## src/rtl/w5300_bus_arbiter.sv

```systemverilog
// w5300_bus_arbiter: round-robin arbiter sharing the W5300 register bus among NUM_REQ engines.
// Optional hold timeout enabled by defining W5300_ARB_TIMEOUT_EN.
module w5300_bus_arbiter #(
  parameter int          NUM_REQ   = 4,
  parameter int          IDX_W     = $clog2(NUM_REQ),
  parameter logic [10:0] IDLE_ADDR = 11'h7fe,
  parameter int          MAX_HOLD  = 4096
) (
  input  logic                  clk,
  input  logic                  rst,
  input  logic [NUM_REQ-1:0]    req,
  input  logic [NUM_REQ*11-1:0] req_addr,
  input  logic [NUM_REQ*16-1:0] req_wr_data,
  output logic [NUM_REQ-1:0]    gnt,
  output logic [NUM_REQ-1:0]    req_op_state,
  output logic [10:0]           addr,
  output logic [15:0]           wr_data,
  input  logic                  op_state,
  output logic                  busy,
  output logic [IDX_W-1:0]      grant_id,
  output logic                  timeout_err
);
  localparam logic [1:0] S_IDLE  = 2'd0;
  localparam logic [1:0] S_GRANT = 2'd1;
  localparam logic [1:0] S_REL   = 2'd2;
  localparam logic [IDX_W-1:0] LAST = IDX_W'(NUM_REQ - 1);
  logic [1:0]         state_q, state_d;
  logic [NUM_REQ-1:0] gnt_q, gnt_d;
  logic [IDX_W-1:0]   grant_id_q, grant_id_d;
  logic [IDX_W-1:0]   ptr_q, ptr_d;
  logic [NUM_REQ-1:0] elig;
  logic               tmo;
  logic [IDX_W-1:0]   win;
  logic               found;
  logic [10:0]        addr_mux;
  logic [15:0]        wd_mux;
`ifdef W5300_ARB_TIMEOUT_EN
  localparam int HW = $clog2(MAX_HOLD) + 1;
  logic [HW-1:0]      hold_q, hold_d;
  logic [NUM_REQ-1:0] blk_q, blk_d;
  logic               to_q, to_d;
  assign tmo         = (state_q == S_GRANT) && (hold_q == HW'(MAX_HOLD - 1));
  // a timed-out owner stays ineligible until it lets go of its request
  assign elig        = req & ~blk_q;
  assign timeout_err = to_q;
  always_comb begin
    hold_d = (state_q == S_GRANT) ? hold_q + 1'b1 : '0;
    blk_d  = (blk_q & req) | (tmo ? gnt_q : '0);
    to_d   = to_q | tmo;
  end
  always_ff @(posedge clk) begin
    if (rst) begin
      hold_q <= '0;
      blk_q  <= '0;
      to_q   <= 1'b0;
    end else begin
      hold_q <= hold_d;
      blk_q  <= blk_d;
      to_q   <= to_d;
    end
  end
`else
  assign tmo         = 1'b0;
  assign elig        = req;
  assign timeout_err = 1'b0;
`endif
  always_comb begin
    win   = '0;
    found = 1'b0;
    for (int k = 0; k < NUM_REQ; k++) begin
      int j;
      j = int'(ptr_q) + k;
      j = (j >= NUM_REQ) ? j - NUM_REQ : j;
      if (!found && elig[j]) begin
        found = 1'b1;
        win   = IDX_W'(j);
      end
    end
  end
  always_comb begin
    addr_mux = '0;
    wd_mux   = '0;
    for (int i = 0; i < NUM_REQ; i++) begin
      addr_mux = addr_mux | (gnt_q[i] ? req_addr[i*11+:11] : 11'd0);
      wd_mux   = wd_mux | (gnt_q[i] ? req_wr_data[i*16+:16] : 16'd0);
    end
  end
  always_comb begin
    state_d    = state_q;
    gnt_d      = gnt_q;
    grant_id_d = grant_id_q;
    ptr_d      = ptr_q;
    case (state_q)
      S_IDLE: if (found) begin
        state_d    = S_GRANT;
        gnt_d      = NUM_REQ'(1) << win;
        grant_id_d = win;
        ptr_d      = (win == LAST) ? '0 : win + 1'b1;
      end
      S_GRANT: if (!req[grant_id_q] || tmo) begin
        state_d = S_REL;
        gnt_d   = '0;
      end
      default: begin
        state_d = S_IDLE;
        gnt_d   = '0;
      end
    endcase
  end
  always_ff @(posedge clk) begin
    if (rst) begin
      state_q    <= S_IDLE;
      gnt_q      <= '0;
      grant_id_q <= '0;
      ptr_q      <= '0;
    end else begin
      state_q    <= state_d;
      gnt_q      <= gnt_d;
      grant_id_q <= grant_id_d;
      ptr_q      <= ptr_d;
    end
  end
  assign gnt          = gnt_q;
  assign busy         = |gnt_q;
  assign grant_id     = grant_id_q;
  assign req_op_state = {NUM_REQ{op_state}} & gnt_q;
  assign addr         = busy ? addr_mux : IDLE_ADDR;
  assign wr_data      = busy ? wd_mux : 16'd0;
endmodule

```

## config.mk

```make
export PLATFORM = sky130hd
export DESIGN_NAME = w5300_bus_arbiter
export DESIGN_NICKNAME = d
export VERILOG_FILES = /design/src/rtl/w5300_bus_arbiter.sv
export SDC_FILE = /design/constraint.sdc
export NUM_CORES = 1
export LEC_CHECK = 0
export ABC_AREA = 0
export CORE_ASPECT_RATIO = 1.75
export CORE_MARGIN = 8
export CORE_UTILIZATION = 28
export DETAILED_ROUTE_END_ITERATION = 6
export PLACE_DENSITY = 0.84
export SLEW_MARGIN = 20
export SYNTH_ARGS = -nofsm -noshare
export SYNTH_HDL_FRONTEND = slang
export SYNTH_SLANG_ARGS = --single-unit
```

## constraint.sdc

```tcl
create_clock -name clk -period 4.4 [get_ports clk]
set_input_delay 0.44 -clock clk [delete_from_list [all_inputs] [get_ports clk]]
set_output_delay 0.44 -clock clk [all_outputs]
set_load 0.005 [all_outputs]
```

# After elaboration in Yosys (flattened, before gate mapping)
# Index checks and enable logic that the tools add are counted.
# word_totals
output_inout_bits	39
inputBits	115
reg_bits	10
# op_classes
bitwise	7
order_cmp	9
n_reduce_logical	10
add_sub_neg	8
shifts	1
eq_ne	4
muxes	43
# ops
cell	count
< comparator 32 x 4 -> 1 bit (second input constant)	4
two-way mux 32 bit	4
two-way mux 16 bit	5
two-way mux 11 bit	5
OR 16 bit	3
OR 11 bit	3
two-way mux 2 bit	7
two-way mux 1 bit	13
subtractor 3 x 3 -> 4 bit (second input constant)	3
binary-select mux 1 bit (select 2 bit)	5
>= comparator 3 bit (second input constant)	3
two-way mux 4 bit	2
case mux 4 bit (2 select lines)	1
adder 2 x 2 -> 3 bit (second input constant)	2
AND 4 bit	1
!= test 2 bit (second input constant)	2
case mux 2 bit (2 select lines)	1
AND reduction 2 bit	2
OR reduction 4 bit	1
left shift 1 x 2 -> 4 bit (first input constant)	1
subtractor 2 x 3 -> 4 bit (second input constant)	1
adder 2 x 1 -> 3 bit (second input constant)	1
>= comparator 2 x 3 -> 1 bit (second input constant)	1
logical AND 1 bit	3
6 further kinds	8

# Longest topological paths before layout
# Gate-level depths: netlist of the first run.
# logic_depth
word_depth	18
mapped_depth	7
depth_no_buf	7

# Worst setup path before layout of the first run
# Ideal clock, no wire load.
# synth_timing
path_type	input-to-reg
start	input req[2]
end	register gnt_q[0] (netlist: gnt[0])
cell_stages	7
required_ns	4.273
t_arrival_ns	1.536
setup_slack_ns	2.736
setup_time_ns	0.127
path_buffers	0
path_cell_list	nor2b_1 -> o21ai_0 -> o21ai_1 -> or3_1 -> ha_1 -> mux2i_1 -> o32ai_1
# synth_via
elab_chain_cells	16
# synth_lines
item	line	source
start: declaration	11	input logic [NUM_REQ-1:0] req,
binary-select mux 1 bit (select 2 bit)	74	if (!found && elig[j]) begin
two-way mux 1 bit (implied by the code) (2 in a row)	74	
two-way mux 1 bit	74	
logical NOT 1 bit	74	
logical AND 1 bit	74	
two-way mux 1 bit	74	
logical NOT 1 bit	74	
logical AND 1 bit	74	
two-way mux 1 bit	74	
logical NOT 1 bit	74	
logical AND 1 bit	74	
two-way mux 2 bit	74	
left shift 1 x 2 -> 4 bit	96	gnt_d = NUM_REQ'(1) << win;
two-way mux 4 bit	94	S_IDLE: if (found) begin
case mux 4 bit (2 select lines)	93	case (state_q)
end signal: assignment	118	gnt_q <= gnt_d;
end: declaration	28	logic [NUM_REQ-1:0] gnt_q, gnt_d;
# Several ways; a longest one is shown, not always the timed one. The select of a mux whose other input is x is not followed.
# A chain may end at the register's enable or synchronous reset.

# Worst setup path after layout of the first run
# layout_timing
start	register gnt_q[0] (netlist: gnt[0])
end	output addr[4]
# layout_via
elab_chain_cells	5
# layout_lines
item	line	source
two-way mux 11 bit	84	addr_mux = addr_mux | (gnt_q[i] ? req_addr[i*11+:11] : 11'd0);
OR 11 bit (3 in a row)	84	
two-way mux 11 bit (*)	127	assign addr = busy ? addr_mux : IDLE_ADDR;
end: declaration	16	output logic [10:0] addr,
# Mark *: on every way between the ends. The rest lies on a longest branch, timed or not.

==> results of run 1 <==
==> final timing paths <==
path         depth (start not counted)  endpoint     start
min                                  2  ptr_q[1]  ptr_q[1]
max                                  3   addr[4]    gnt[0]
max reg2reg                          6  ptr_q[1]  ptr_q[1]
min reg2reg                          2  ptr_q[1]  ptr_q[1]
==> layout make-up <==
class	instances	area [um^2]
Timing Repair Buffer	155	1540
Fill cell	401	1510
Multi-Input combinational cell	139	940
Sequential cell	10	201
Tap cell	51	63.8
Clock buffer	4	55.1
Inverter	3	11.3
==> layer usage <==
metal / part of all wire (%) / GRT usage, %
met1: 35 / 20.2
met3: 8.8 / 5.07
met4: 4.0 / 8.14
met5: 0 / 0
met2: 52 / 35.5
==> per-stage QoR <==
stage          setup WS, ns  power [uW]
3_3_place_gp           1.85         658
5_1_grt                1.72         837
4_1_cts                1.56         786
3_5_place_dp           1.81         668
2_1_floorplan          2.74         335
6_report               1.81         779
==> Yosys cell counts, drive strengths merged (2+ instances only) <==
master,n,area share [%]
a21oi,6,2.7
a22oi,54,33
and2,5,2.5
buf,5,3.4
clkbuf,10,3.1
dfxtp,10,16
ha,4,4.1
inv,3,0.92
mux2,2,1.8
mux2i,2,1.6
nand2,21,6.6
nand2b,4,2.0
nand3,11,4.5
nand3b,3,1.8
nor2,4,1.2
nor2b,5,2.5
nor3,2,0.81
o21ai,2,0.81
o32ai,2,1.4
or3,2,1.0
==> power by group <==
part,switching (uW),total (uW),internal [uW]
clock,36.6,115,78.7
combinational,195,524,329
sequential,33.1,140,107
==> logic make-up (layout without fill, tap and decap cells) <==
kind of cell / Yosys count / count (layout)
flops: 10 / 10
other cells: 1 / 1
simple gates: 61 / 61
mux: 4 / 4
buf+inv: 18 / 162
fa+ha+maj: 4 / 4
compound gates: 69 / 69
==> worst max-delay path: cells and delay by family (launching register included) <==
kind / cells / cell delay (ns)
buffers and inverters: 1 / 0.53
flip-flops: 1 / 0.50
AND/OR/NAND/NOR: 2 / 0.87
==> flip-flops by register name, summed over array words and instances, names as in the netlist <==
signal	cells
gnt	4
grant_id	2
ptr_q	2
state_q	2
==> impl.org, run 1 <==
** Synthesis
- Share of synthesized cell area in full adder, half adder and majority cells :: 4.07%
- The synthesized netlist devotes 42.1% of its cell area to compound gates.
- The synthesized netlist devotes 26.4% of its cell area to simple gates.
- Post-synthesis net count :: approximately 290
- In the synthesized netlist the dominant register cell turns out to be dfxtp_1.
- #FFs+latches synth :: 10
- Counting flops with a built-in enable in the synthesized netlist gives 0.
- For this run, the register share of the synthesized area comes to 16.3%.
- Synthesis produced a netlist whose cell count is 167.
- After synthesis, the share of flip-flops with an asynchronous set or reset is 0%.
- Number of library cell types mapped by synthesis :: 34
- For this run, the number of Yosys warnings is 0.
- Post-synthesis average cell area :: 7.36 um^2
- Synthesized-area fraction occupied by xor and xnor cells :: 0%
- The synthesized netlist occupies a cell area of 1230 um^2.
- Largest family of logic cells by synthesized area :: compound AO/OA/AOI/OAI gates
- The portion of synthesized area spent on multiplexers is 3.46%.

** Cells and area
- Share of cells above drive strength 1 :: 4.82%
- The finished cells cover 2820 um^2.
- Antenna diodes :: 0
- Compared with the post-synthesis result, the final layout area differs by 129%.
- For this run, the number of standard cells in the final layout without fillers is 362.
- # nets final :: 431
- The library cell used most frequently in the layout, excluding fill and tap cells, is clkdlybuf4s50_1.
- Cells fill 65.1% of the core in the end.
- Leaving out fill and tap cells, the most frequent cells in the layout are clkdlybuf4s50_1, a22oi_1, nand2_1, nand3_1, dfxtp_1.

** GRT
- Number of global-route vias before repair :: 2,007
- Global routing used about a fifth of the available tracks.
- The first global-routing pass estimated 11,000 um of wire.
- Initial antenna violation count :: 0
- Entering global routing, the biggest net connects 33 pins.
- Global routing finished with a remaining overflow of 0.

** Clock tree
- Clk_lat worst skew :: 0.24 ns
- Maximum buffer depth of the clock tree :: 2
- Clock-pin slew reported for the worst setup and hold paths after clock tree synthesis :: 0.05 ns
- Buffers inserted by post-CTS timing repair :: 0
- Buffers inserted to repair hold after CTS numbered 0.
- Resized Gates After CTS :: 0
- Number of buffers inserted during clock tree synthesis :: 3
- CTS saw 10 sinks.
- CTS H-tree depth :: 1
- TritonCTS built the clock tree.
- The root buffer cell chosen for the clock tree is clkbuf_8.

** Setup path
- Register-to-Register Setup Slack :: 2.61 ns
- Data arrival time of the critical path :: about 2.2 ns
- Required time reported for the critical path endpoint :: 3.96 ns
- The largest single stage delay on the critical path is 0.70 ns.
- Worst path cell trace :: or4_1 -> nand3_1 -> clkdlybuf4s50_1
- Type of element capturing the critical path :: output port
- Critical-path top delay cell :: or4_1
- Type of the setup path with the least slack :: register to output port
- In this run the worst path has a maximum fanout of 32.
- STA classifies the critical path startpoint as a register.

** Detailed routing
- In the routed layout, each cell is associated on average with a via count of 5.39.
- In the final routed layout, each cell accounts on average for approximately 20 um.
- DRC viols :: 0
- In this run the remaining antenna-violating nets after routing total 0.
- Iteration-0 DRC count of the detailed router :: 178
- For this run, the detailed router's first-pass iteration total came to 4.
- The routed layout has 1,952 vias.
- Routed WL :: between 7000 and 8000 um

** Timing
- Hold violation total from the final report :: 0
- Between clock sinks in the finished design, the worst skew comes to ~0.0038 ns.
- Headroom to the max-slew limit came out at 58.2%.
- The worst path uses 58.9% of the clock period.
- Worst Max-Slew Pin Slew :: 0.625 ns
- Hold timing on the final database bottoms out at a slack of 0.515 ns.
- Achievable clock frequency :: 386 MHz
- Total negative slack :: 0 ns
- RSZ-0062 raised after global routing :: false
- The clock period could shrink to roughly 2.6 ns.
- Setup violations remaining at the end of the flow were counted as 0.
- Slew Viols, Final :: 0

** Floorplan
- The die covers 6850 um^2.
- In this run the standard cell core region covers ~4300 um^2.
- Std-Cell Rows :: 32
- The die is slightly above 100 um tall.
- During I/O placement, the number of pins put on the boundary was about 150.
- For this configuration, the core starts out at a cell density of 28.4%.
- The floorplan step set the die width to 66.1 um.

** Flow run
- Number of maximum-capacitance constraint violations :: 0

** Placement
- Summing all placed instances gives a cell area of 2760 um^2.
- Buffers placed on the I/O ports in this run total 152.
- Final estimated routing congestion in global placement :: 0.865
- DP Cell Count :: 358
- HPWL after detailed placement :: 5860 um

** Pwr
- Worst ir drop on vdd :: roughly 220 uV
- Leakage dissipation :: 0.00105 uW
- For this design the ratio of total power to cell area is 277 nW/um^2.

** Outcome
- Run status :: finished clean

** Min path
- The path class of the tightest hold or removal check is register to register.
Note: power is estimated with default switching activity, not from simulation.
==> run 2: changes to the inputs <==
--- a/config.mk
+++ b/config.mk
@@ -8,9 +8,9 @@
 export ABC_AREA = 0
 export CORE_ASPECT_RATIO = 1.75
 export CORE_MARGIN = 8
-export CORE_UTILIZATION = 28
+export CORE_UTILIZATION = 26
 export DETAILED_ROUTE_END_ITERATION = 6
-export PLACE_DENSITY = 0.84
+export PLACE_DENSITY = 0.79
 export SLEW_MARGIN = 20
 export SYNTH_ARGS = -nofsm -noshare
 export SYNTH_HDL_FRONTEND = slang
==> constraint.sdc (replaced) <==
create_clock -name clk -period 2.4 [get_ports clk]
set_input_delay 0.24 -clock clk [delete_from_list [all_inputs] [get_ports clk]]
set_output_delay 0.24 -clock clk [all_outputs]
set_load 0.005 [all_outputs]
==> impl.org, run 2 (synthesis gave the netlist of run 1 again) <==
** Detailed routing
- After detailed routing, the average wire length per cell comes to 20.0 um.
- Average vias per placed instance :: 5.28
- Total via count in the routed design :: slightly below 2,000
- Routed WL :: 7300 um
- DRC viols :: 0
- Before antenna repair, the detailed router went through 6 iterations.
- In this run, the number of DRC markers left after iteration 0 of detailed routing was 149.
- Post-route ant nets :: 0

** Pwr
- Per report_power, the combinational group accounts for 69.9% of the total.
- Cell internal power was estimated by the tool at 953 uW.
- Leakage dissipation :: 0.00106 uW
- IR analysis of the VDD net gives a maximum drop of 605 uV.
- For this design the ratio of total power to cell area is 513 nW/um^2.
- Sequential cells account for 15.3% of the total power.
- In this run switching power makes up roughly a third of total power.
- Sw power :: 500 uW
- Share of total power in the clock network :: 14.8%

** Outcome
- Run status :: finished clean

** Setup path
- Critical-path top delay cell :: or4_1
- Worst path cell trace :: or4_1 -> nand3_1 -> clkdlybuf4s50_1
- Register-to-Register Setup Slack :: approximately 0.80 ns
- Worst-path fanout max :: 11
- CP startpoint kind :: register
- The worst register-to-register path has a depth of 7.
- Broken down by cell family, the worst path's largest delay share belongs to simple AND/OR/NAND/NOR gates.
- For the worst setup path, the data arrival time is 1.97 ns.
- In this run the critical register-to-register path is launched from ptr_q[0].
- Required time reported for the critical path endpoint :: 2.16 ns
- The largest single stage delay on the critical path is 0.74 ns.
- CP Capture Point :: addr[3]
- Type of the setup path with the least slack :: register to output port
- Critical Path Source :: gnt[3]
- Together, buffers and inverters on the worst path number 1.
- The worst setup path is captured at an output port.
- Crit Reg-Reg Endpoint :: gnt[0]
- WP depth :: 3

** Floorplan
- IO Count :: 154
- In this run the horizontal extent of the chip is 68.0 um.
- The die is 107 um tall.
- After floorplanning, the core was divided into 33 placement rows.
- The floorplan step defined a core boundary enclosing approximately 4600 um^2.
- The die covers about 7300 um^2.
- Initial core utilization :: 26.6%

** Cells and area
- Cells with a size suffix above 1 make up 5.11% of the layout.
- Commonest cells after routing, fill and taps aside :: clkdlybuf4s50_1, a22oi_1, nand2_1, nand3_1, dfxtp_1
- Area growth from synthesis to layout :: 130%
- Once layout is done, the placed cells without fillers occupy 2830 um^2.
- Max FFs per register :: 4
- The repair_antennas step left the layout with diodes totalling 0.
- In the final layout, flip-flops and latches occupy roughly 200 um^2.
- Footprint of the multi-input gates :: 940 um^2
- Filler cell count :: between 400 and 500
- The final layout contains about 430 nets.
- Most common cell after layout, fill and taps aside :: clkdlybuf4s50_1

** Timing
- Hold violation total from the final report :: 0
- On the final layout, the worst clock skew is 0.00408 ns.
- Total negative slack :: 0 ns
- Static timing analysis puts the maximum clock frequency at between 400 and 500 MHz.
- Slew Viols, Final :: 0
- On the final layout, the worst hold slack is 0.519 ns.
- Clock period minus worst slack :: 2.21 ns
- Setup violations remaining at the end of the flow were counted as 0.
- Setup repair after global routing left no endpoint under its margin.
- In the post-route analysis, the smallest setup slack over all paths is 0.190 ns.
- Ratio of final minimum period to clock period :: 92.1%

** Clock tree
- Sink count of the clock tree :: 10
- Buffers inserted by post-CTS timing repair :: 0
- Resized Gates After CTS :: 0
- Number of buffers inserted during clock tree synthesis :: 3
- Hold buffer count at cts :: 0
- CTS root buffer :: clkbuf_8
- Maximum buffer depth of the clock tree :: 2
- CTS H-tree depth :: 1
- Clock tree from TritonCTS :: built
- At the later pin of the worst-skew pair, clock insertion delay measures 0.24 ns.
- Clock-pin slew reported for the worst setup and hold paths after clock tree synthesis :: around 0.05 ns

** Placement
- Buffers on Ports :: 152
- HPWL after detailed placement :: 5840 um
- Final estimated routing congestion in global placement :: 0.786
- OpenSTA, run right after detailed placement, puts the worst setup slack at 0.222 ns.
- Summing all placed instances gives a cell area of 2780 um^2.

** GRT
- Pin count of the biggest net entering global routing :: 32
- The initial antenna violation count was 0.
- After global routing the overflow that remains totals 0.
- The via count of the first global-routing pass is 1,912.
- Wire length of the first global-routing pass :: 10,700 um
- Overall track demand over capacity in global routing :: around a fifth

** Flow run
- Number of maximum-capacitance constraint violations :: 0

** Min path
- The min-delay analysis places its worst path in the category register to register.
- The worst hold path begins at ptr_q[1].
[run 2: cell types whose count changed in the layout (fill, tap and decap cells not counted)]
cell	change
dfxtp_2	-1
dfxtp_1	+1
buf_4	+2
[run 2: metrics by stage]
stage	power, uW	std cells	utilization (%)
floorplan	615	167	-
global placement	1240	361	60.0
detailed placement	1250	361	60.0
CTS	1470	365	61.2
global route	1550	365	61.2
finish	1450	365	61.2
[run 2: cell type report]
type / count / share of cell area (%)
clock buffer: 4 / 1.95
tap: 52 / 2.30
timing repair buffer: 157 / 55.1
inverter: 3 / 0.398
sequential: 10 / 7.07
multi-input combinational: 139 / 33.2
[run 2: how the worst min path moves through the flow]
stage          endpoint  cells after the start
2_1_floorplan  ptr_q[1]                      1
3_3_place_gp   ptr_q[1]                      2
3_5_place_dp   ptr_q[1]                      2
4_1_cts        ptr_q[1]                      2
5_1_grt        ptr_q[1]                      2
6_report       ptr_q[1]                      2
[run 2: routing by layer]
metal	track usage [%]	up-vias	wire [um]
li1	-	938	-
met1	19.4	901	2550
met2	36.1	79	4080
met3	3.24	9	557
met4	5.30	0	112
met5	0	-	0
[run 2: tightest hold or removal path, stage by stage, from the launching register on]
cell and delay (ns):
dfxtp_1 0.35, nand2_2 0.07, a21oi_1 0.05
[run 2: power groups by stage]
stage          Combinational, uW  Clock, uW  Sequential (uW)
2_1_floorplan                390          0              225
3_3_place_gp                1010          0              225
3_5_place_dp                1020          0              226
4_1_cts                     1030        220              222
5_1_grt                     1100        225              228
6_report                    1010        215              223
